**config.mk**
```make
export PLATFORM = sky130hd
export DESIGN_NAME = seq_chunk_adder
export DESIGN_NICKNAME = d
export VERILOG_FILES = /design/src/rtl/seq_adder_pkg.sv /design/src/rtl/rca_chunk.sv /design/src/rtl/seq_chunk_adder.sv
export SDC_FILE = /design/constraint.sdc
export NUM_CORES = 1
export LEC_CHECK = 0
export CORE_MARGIN = 5
export CORE_UTILIZATION = 45
export CTS_CLUSTER_SIZE = 12
export DETAILED_ROUTE_END_ITERATION = 8
export PLACE_DENSITY = 0.83
export RECOVER_POWER = 25
export SYNTH_ARGS = -nofsm -noshare
export SYNTH_HDL_FRONTEND = slang
export SYNTH_SLANG_ARGS = --single-unit
```
**constraint.sdc**
```tcl
create_clock -name clk -period 4.2 [get_ports clk]
set_clock_uncertainty 0.15 [all_clocks]
set_input_delay 1.05 -clock clk [delete_from_list [all_inputs] [get_ports clk]]
set_output_delay 1.05 -clock clk [all_outputs]
set_load 0.01 [all_outputs]
```
**src/rtl/seq_adder_pkg.sv**
```systemverilog
// Shared types for the chunked sequential adder.
// FSM state encoding and index-width helper.
package seq_adder_pkg;

  typedef enum logic [1:0] {
    IDLE,
    RUN,
    DONE
  } state_t;

  function automatic int idx_w(input int n);
    return (n <= 1) ? 1 : $clog2(n);
  endfunction

endpackage

```
**src/rtl/rca_chunk.sv**
```systemverilog
// Combinational CHUNK-bit ripple-carry slice.
// Also exposes the carry into the top bit for overflow detection.
module rca_chunk #(
  parameter int CHUNK = 4
) (
  input  logic [CHUNK-1:0] a,
  input  logic [CHUNK-1:0] b,
  input  logic             cin,
  output logic [CHUNK-1:0] s,
  output logic             cout,
  output logic             c_msb
);

  logic [CHUNK:0] c;

  always_comb begin
    c    = '0;
    s    = '0;
    c[0] = cin;
    for (int i = 0; i < CHUNK; i++) begin
      s[i]   = a[i] ^ b[i] ^ c[i];
      c[i+1] = (a[i] & b[i])
             | (c[i] & (a[i] ^ b[i]));
    end
  end

  assign cout  = c[CHUNK];
  assign c_msb = c[CHUNK-1];

endmodule

```
**src/rtl/seq_chunk_adder.sv**
```systemverilog
// Multi-cycle adder: one CHUNK-bit slice per clock,
// carry held in a register between slices.
module seq_chunk_adder
  import seq_adder_pkg::*;
#(
  parameter int WIDTH = 16,
  parameter int CHUNK = 4
) (
  input  logic             clk,
  input  logic             rst_n,
  input  logic             in_valid,
  output logic             in_ready,
  input  logic [WIDTH-1:0] a,
  input  logic [WIDTH-1:0] b,
  input  logic             cin,
  output logic             out_valid,
  input  logic             out_ready,
  output logic [WIDTH-1:0] sum,
  output logic             cout,
  output logic             ovf
);

  localparam int NCHUNK = WIDTH / CHUNK;
  localparam int IW     = idx_w(NCHUNK);
  localparam logic [IW-1:0] LAST = IW'(NCHUNK - 1);

  state_t           state;
  logic [WIDTH-1:0] op_a;
  logic [WIDTH-1:0] op_b;
  logic             carry;
  logic [IW-1:0]    idx;

  logic [CHUNK-1:0] ca;
  logic [CHUNK-1:0] cb;
  logic [CHUNK-1:0] cs;
  logic             co;
  logic             cm;

  // Single slice adder; the operand slice is selected by idx.
  assign ca = op_a[idx*CHUNK +: CHUNK];
  assign cb = op_b[idx*CHUNK +: CHUNK];

  rca_chunk #(
    .CHUNK(CHUNK)
  ) u_chunk (
    .a    (ca),
    .b    (cb),
    .cin  (carry),
    .s    (cs),
    .cout (co),
    .c_msb(cm)
  );

  assign in_ready  = (state == IDLE);
  assign out_valid = (state == DONE);

  always_ff @(posedge clk or negedge rst_n) begin
    if (!rst_n) begin
      state <= IDLE;
      op_a  <= '0;
      op_b  <= '0;
      carry <= 1'b0;
      idx   <= '0;
      sum   <= '0;
      cout  <= 1'b0;
      ovf   <= 1'b0;
    end else begin
      unique case (state)
        IDLE: begin
          if (in_valid) begin
            op_a  <= a;
            op_b  <= b;
            carry <= cin;
            idx   <= '0;
            state <= RUN;
          end
        end
        RUN: begin
          sum[idx*CHUNK +: CHUNK] <= cs;
          carry <= co;
          if (idx == LAST) begin
            cout  <= co;
            ovf   <= co ^ cm;
            state <= DONE;
          end else begin
            idx <= idx + 1'b1;
          end
        end
        DONE: begin
          if (out_ready) state <= IDLE;
        end
        default: state <= IDLE;
      endcase
    end
  end

endmodule
```
==> results of run 1 <==
per-stage QoR:
stage | instance area (µm²) | std cells | worst slack (ns)
after CTS | 3430 | 321 | 0.844
after floorplan | 2710 | 189 | 0.921
after global placement | 3310 | 313 | 0.936
after global routing | 3430 | 321 | 0.719
after detailed placement | 3310 | 313 | 0.893
final | 3430 | 321 | 0.883
cells in the final DEF (no fill, tap or decap), drive strengths merged, types with 3 or more instances in the layout:
master and instances:
nor3b 3, inv 11, nand2b 5, dfrtp 55, mux4 8, and2 4
clkdlybuf4s50 54, nor2b 6, clkbuf 7, fa 4, mux2 40, a32o 10
ha 6, buf 4, nand3b 4
critical path: cells and delay by family, from the launching register on:
family        cells  cell delay (ns)
mux               2             0.79
fa+ha+maj         3             1.10
buf+inv           3             0.45
flops             1             0.49
simple gates      1             0.22
cell families after synthesis:
kind of cell	count (synthesis)
DFF	55
muxes	48
and+or+nand+nor	37
buffers and inverters	22
AOI/OAI and AO/OA	16
adders and majority gates	10
xor gates and xnor gates	1
flip-flops by register name, indices dropped and copies added, names as in the netlist:
register,count
carry,1
cout,1
idx,2
op_a,16
op_b,16
ovf,1
state,2
sum,16
per-layer routing:
layer / up-vias / routed length [µm] / track usage [%]
li1: 801 / - / -
met1: 881 / 2400 / 20.6
met2: 52 / 2500 / 24.5
met3: 7 / 331 / 4.05
met4: 0 / 56 / 3.77
met5: - / 0 / 0
Yosys cell counts:
| master | instances |
|---|---|
| buf_6 | 4 |
| nor3b_1 | 2 |
| nand2b_1 | 5 |
| o221a_2 | 1 |
| o21ai_0 | 1 |
| a32o_1 | 10 |
| nand3b_1 | 4 |
| nor3b_4 | 1 |
| and2_1 | 4 |
| nand2_1 | 1 |
| and4b_1 | 2 |
| ha_1 | 6 |
| mux4_2 | 8 |
| fa_1 | 4 |
| dfrtp_1 | 55 |
| nor4bb_1 | 2 |
| mux2_2 | 37 |
| nor4b_1 | 2 |
| xnor2_1 | 1 |
| o221ai_1 | 2 |
| nor2_1 | 2 |
| clkbuf_1 | 4 |
| or2_2 | 1 |
| buf_2 | 3 |
| o21ba_2 | 1 |
| a21oi_1 | 1 |
| mux2_1 | 3 |
| nor2b_1 | 6 |
| and3b_1 | 2 |
| nand3_1 | 2 |
| or4b_1 | 1 |
| inv_1 | 11 |
area by class of cell:
cell class	instances	area (µm²)
repair buffers	60	584
flip-flops and latches	55	1380
clock inverters	2	35.0
well taps	75	93.8
fillers	486	2460
clock buffers	6	82.6
inverters	11	41.3
multi-input cells	112	1210
where the power goes:
group / internal (W) / switching (W)
Sequential: 0.000762 / 0.000170
Combinational: 0.000803 / 0.000670
Clock: 0.000193 / 0.000167
worst paths after layout:
path,cells past startpoint,slack (ns),start,to
max,9,0.88,idx[0]$_DFFE_PN0P_,sum[7]$_DFFE_PN0P_
min,1,0.35,op_a[14]$_DFFE_PN0P_,op_a[14]$_DFFE_PN0P_
max reg2reg,9,0.88,idx[0]$_DFFE_PN0P_,sum[7]$_DFFE_PN0P_
min reg2reg,1,0.35,op_a[14]$_DFFE_PN0P_,op_a[14]$_DFFE_PN0P_
max in group asynchronous,1,1.25,rst_n,cout$_DFFE_PN0P_
min in group asynchronous,1,1.30,rst_n,sum[14]$_DFFE_PN0P_
==> flow_summary_export.csv, run 1 <==
group,metric,value,unit
status,status,"finished with violations",
status,violations,"capacitance limit, slew limit",
global_routing,first_global_vias,1902,
logic_synthesis,postSynthAreaPerCell,14.3,µm²
timing,whs,0.350,ns
cts,post_cts_buffers,0,
floorplanning,start_util,46.0,%
global_routing,antenna_found_initial,0,
detailed_routing,vias_per_cell,5.42,
cts,clockBufferDepth,2,
layout,drive_gt1_share,24.8,%
logic_synthesis,yosysWarningCount,0,
critical_path,critPathArrivalTime,3.37,ns
logic_synthesis,synth_top_family_by_area,"multiplexers",
critical_path,path_common_cell,"fa_1",
detailed_routing,drt-initial-drc-count,79,
logic_synthesis,synth_mux_area_share,23.3,%
critical_path,start_kind,"flop",
timing,period_share,79.0,%
detailed_routing,drc,0,
floorplanning,fp.dieW,87.6,µm
logic_synthesis,synth_compound_area_share,5.50,%
timing,max_freq,302,MHz
floorplanning,die_area,7670,µm²
logic_synthesis,synth_cell_types,32,
critical_path,required,4.25,ns
critical_path,critPathKind,"flop to flop",
timing,tns,0,ns
detailed_routing,antenna_left,0,
logic_synthesis,yosys-top-cells-area,"dfrtp_1 51%, mux2_2 15%, mux4_2 6.7%",
logic_synthesis,synth_area,2710,µm²
critical_path,cp_max_fo,19,
power_and_ir_drop,powerDensity,807,nW/µm²
logic_synthesis,ys_ff_latch,55,
logic_synthesis,synthSimpleGateAreaFrac,9.99,%
cts,cts_made_buffers,5,
detailed_routing,routed-via-count,1741,
timing,final_max_slew_viol_count,46,
run,maxCapViolations,1,
power_and_ir_drop,vdd_drop_max,0.310,mV
logic_synthesis,synthAdderAreaFrac,5.73,%
cts,cts_tree,"built",
layout,final_util,58.2,%
floorplanning,core,5890,µm²
logic_synthesis,ys_seq_area_share,50.9,%
timing,relSlewSlack,-58.1,%
layout,antenna_cells_inserted,0,
timing,rsz0062_at_grt,"false",
detailed_routing,dr.pass1.iters,4,
logic_synthesis,synth_nets,236,
cts,worstSkewPairLatency,0.31,ns
logic_synthesis,synth-xor-area-share,0.324,%
detailed_routing,wl_per_cell,16.5,µm
critical_path,cpPeakStageDelay,0.54,ns
cts,postCtsResizedCells,0,
place,io_buffers,56,
timing,finalHoldViolCount,0,
logic_synthesis,syn_inst,189,
global_routing,grt_pass1_wl,9110,µm
floorplanning,rows,28,
global_routing,grt_max_degree,46,
cts,ctsHoldBuffers,0,
power_and_ir_drop,cellLeakagePower,1.45,nW
critical_path,end_kind,"flop",
logic_synthesis,synth_top_area_share,50.9,%
timing,tightest_slew,2.37,ns
floorplanning,io_pins,57,
layout,area_delta_synth_final,26.6,%
cts,clk_pin_slew,0.09,ns
global_routing,gr-total-overflow,0,
place,dpl.hpwl,3960,µm
worst_hold_path,min_path_type,"flop to flop",
place,place_congestion,0.801,
power_and_ir_drop,p_total,0.00276,W
cts,clockRootBuffer,"clkbuf_8",
timing,setup_viol,0,
detailed_routing,wl,5290,µm
floorplanning,die_h,87.6,µm
critical_path,crit_chain,"buf_4, mux4_2, fa_1, inv_1, fa_1, inv_1, fa_1, and4b_1, mux2_2",
critical_path,cpMaxStageDelayCell,"mux4_2",
timing,finalCriticalPeriod,3.32,ns
logic_synthesis,yosysTopAreaCell,"dfrtp_1",
global_routing,grt_usage,15.2,%
cts,clock_sinks,55,
cts,cts_max_level,2,
layout,fin_nets,292,
(Power assumes the default switching activity.)
==> run 2: changes to the inputs <==
==> constraint.sdc (replaced) <==
create_clock -name clk -period 3.47 [get_ports clk]
set_clock_uncertainty 0.15 [all_clocks]
set_input_delay 0.8675 -clock clk [delete_from_list [all_inputs] [get_ports clk]]
set_output_delay 0.8675 -clock clk [all_outputs]
set_load 0.01 [all_outputs]
==> run 2 against run 1 <==
Design area down 0.18%. Total power up 21%. Critical path depth up 2. Global-route usage up 0.32 points. Cell count unchanged. Clock power up 16%. Core utilization down 0.11 points. Combinational power up 23%. Critical path type unchanged. The run now ends clean. Largest power group unchanged. Register-to-register slack worse by 0.64 ns. Sequential power up 21%. Clock-buffer cell count down 1.
==> flow_summary_export.csv, run 2 (synthesis gave the netlist of run 1 again) <==
group,metric,value,unit
status,status,"finished clean",
worst_hold_path,hold_path_end,"op_a[14]$_DFFE_PN0P_",
cts,postCtsResizedCells,0,
cts,post_cts_buffers,0,
global_routing,gr-total-overflow,0,
critical_path,cpPeakStageDelay,0.53,ns
run,maxCapViolations,0,
floorplanning,die_area,7670,µm²
critical_path,r2r-end,"sum[7]$_DFFE_PN0P_",
critical_path,critPathArrivalTime,3.28,ns
global_routing,antenna_found_initial,0,
detailed_routing,drc,0,
cts,clockRootBuffer,"clkbuf_8",
critical_path,ff2ff_path_depth,11,
critical_path,start_kind,"flop",
worst_hold_path,min_from,"op_a[14]$_DFFE_PN0P_",
floorplanning,fp.dieW,87.6,µm
critical_path,required,3.52,ns
place,io_buffers,56,
global_routing,first_global_vias,1887,
place,place_congestion,0.772,
timing,max_freq,310,MHz
power_and_ir_drop,powerDensity,981,nW/µm²
timing,rsz0062_at_grt,"false",
detailed_routing,drt-initial-drc-count,66,
place,dpl.hpwl,4020,µm
floorplanning,die_h,87.6,µm
global_routing,grt_usage,15.5,%
cts,cts_made_buffers,5,
layout,mostFrequentLayoutCells,"55 x dfrtp_1, 55 x clkdlybuf4s50_1, 37 x mux2_2",
floorplanning,core,5890,µm²
worst_hold_path,hold_depth,1,
cts,worstSkewPairLatency,0.31,ns
detailed_routing,antenna_left,0,
timing,finalHoldViolCount,0,
detailed_routing,wl_per_cell,17.0,µm
detailed_routing,vias_per_cell,5.45,
cts,clk_pin_slew,0.10,ns
floorplanning,rows,28,
cts,cts_max_level,2,
timing,relSlewSlack,24.7,%
floorplanning,start_util,46.0,%
power_and_ir_drop,cellLeakagePower,1.44,nW
floorplanning,io_pins,57,
critical_path,crit_chain,"mux4_2, inv_1, fa_1, inv_1, fa_1, inv_1, fa_1, inv_1, fa_1, and4b_1, mux2_2",
critical_path,critPathKind,"flop to flop",
cts,ctsHoldBuffers,0,
layout,largestRegisters,"op_a (16), op_b (16), sum (16)",
critical_path,cp_max_fo,5,
layout,area_delta_synth_final,26.4,%
critical_path,r2r_slack,0.24,ns
cts,cts_tree,"built",
detailed_routing,wl,5440,µm
layout,fin_nets,293,
timing,final_max_slew_viol_count,0,
detailed_routing,routed-via-count,1749,
critical_path,end_kind,"flop",
timing,tightest_slew,1.13,ns
timing,finalCriticalPeriod,3.23,ns
layout,antenna_cells_inserted,0,
layout,drive_gt1_share,24.8,%
power_and_ir_drop,vdd_drop_max,0.505,mV
timing,setup_viol,0,
critical_path,cpMaxStageDelayCell,"mux4_2",
cts,clock_sinks,55,
critical_path,r2r-start,"idx[0]$_DFFE_PN0P_",
global_routing,grt_max_degree,36,
timing,period_share,93.0,%
timing,tns,0,ns
detailed_routing,dr.pass1.iters,5,
worst_hold_path,min_path_type,"flop to flop",
timing,whs,0.346,ns
global_routing,grt_pass1_wl,9230,µm
cts,clockBufferDepth,2,
-- run 2: cell types whose count changed in the layout (fill, tap and decap cells not counted), sizes merged --
| cell | before | now |
|---|---|---|
| clkdlybuf4s50 | 54 | 55 |
| clkinv | 1 | 0 |
| clkinvlp | 0 | 1 |
| dlygate4sd3 | 1 | 0 |
-- run 2: metal layers --
layer	routed length, µm	global-route usage (%)	up-vias	share of wire, %
met2	2610	25.1	61	48
met4	73	5.02	0	1.3
met3	384	3.48	7	7.1
met5	0	0	-	0
met1	2380	21.0	882	44
li1	-	-	799	-
-- run 2: layout make-up --
class / count / area (µm²)
clock inverters: 2 / 37.5
well taps: 75 / 93.8
multi-input cells: 112 / 1210
flip-flops and latches: 55 / 1380
clock buffers: 5 / 68.8
inverters: 11 / 41.3
fillers: 501 / 2460
repair buffers: 61 / 589
-- run 2: critical path: cells and delay by family, from the launching register on --
family	cells	cell delay (ns)
multiplexers	2	0.78
buffers and inverters	4	0.27
adder cells (fa/ha/maj)	4	1.22
flip-flops	1	0.47
AND/OR/NAND/NOR	1	0.23
-- run 2: worst max path at each step --
stage / from / endpoint / slack, ns
floorplan: idx[0]$_DFFE_PN0P_ / sum[7]$_DFFE_PN0P_ / 0.19
global placement: idx[0]$_DFFE_PN0P_ / sum[7]$_DFFE_PN0P_ / 0.33
detailed placement: idx[0]$_DFFE_PN0P_ / sum[7]$_DFFE_PN0P_ / 0.25
CTS: idx[0]$_DFFE_PN0P_ / sum[7]$_DFFE_PN0P_ / 0.22
global route: idx[0]$_DFFE_PN0P_ / sum[7]$_DFFE_PN0P_ / 0.06
finish: idx[0]$_DFFE_PN0P_ / sum[7]$_DFFE_PN0P_ / 0.24
-- run 2: report_power, final --
group	leakage, nW	internal, W	switching (W)
combinational	0.712	0.000982	0.000827
clock	0.0502	0.000211	0.000207
sequential	0.680	0.000922	0.000208
-- run 2: per-stage QoR --
stage	power (W)	std cells	cell area, µm²	util [%]	worst slack (ns)
finish	0.00336	321	3420	58.1	0.243
global route	0.00361	321	3420	58.1	0.0637
CTS	0.00338	321	3420	58.2	0.222
detailed placement	0.00296	314	3320	56.4	0.247
global placement	0.00290	314	3320	56.4	0.334
floorplan	0.00241	189	2710	-	0.191
==> run 3: changes to the inputs <==
--- a/config.mk
+++ b/config.mk
@@ -7,7 +7,7 @@
 export LEC_CHECK = 0
 export CORE_MARGIN = 5
 export CORE_UTILIZATION = 45
-export CTS_CLUSTER_SIZE = 12
+export CTS_CLUSTER_SIZE = 16
 export DETAILED_ROUTE_END_ITERATION = 8
 export PLACE_DENSITY = 0.83
 export RECOVER_POWER = 25
==> results of run 3 <==
Final layout, timing and power as in run 2 (identical DEF).
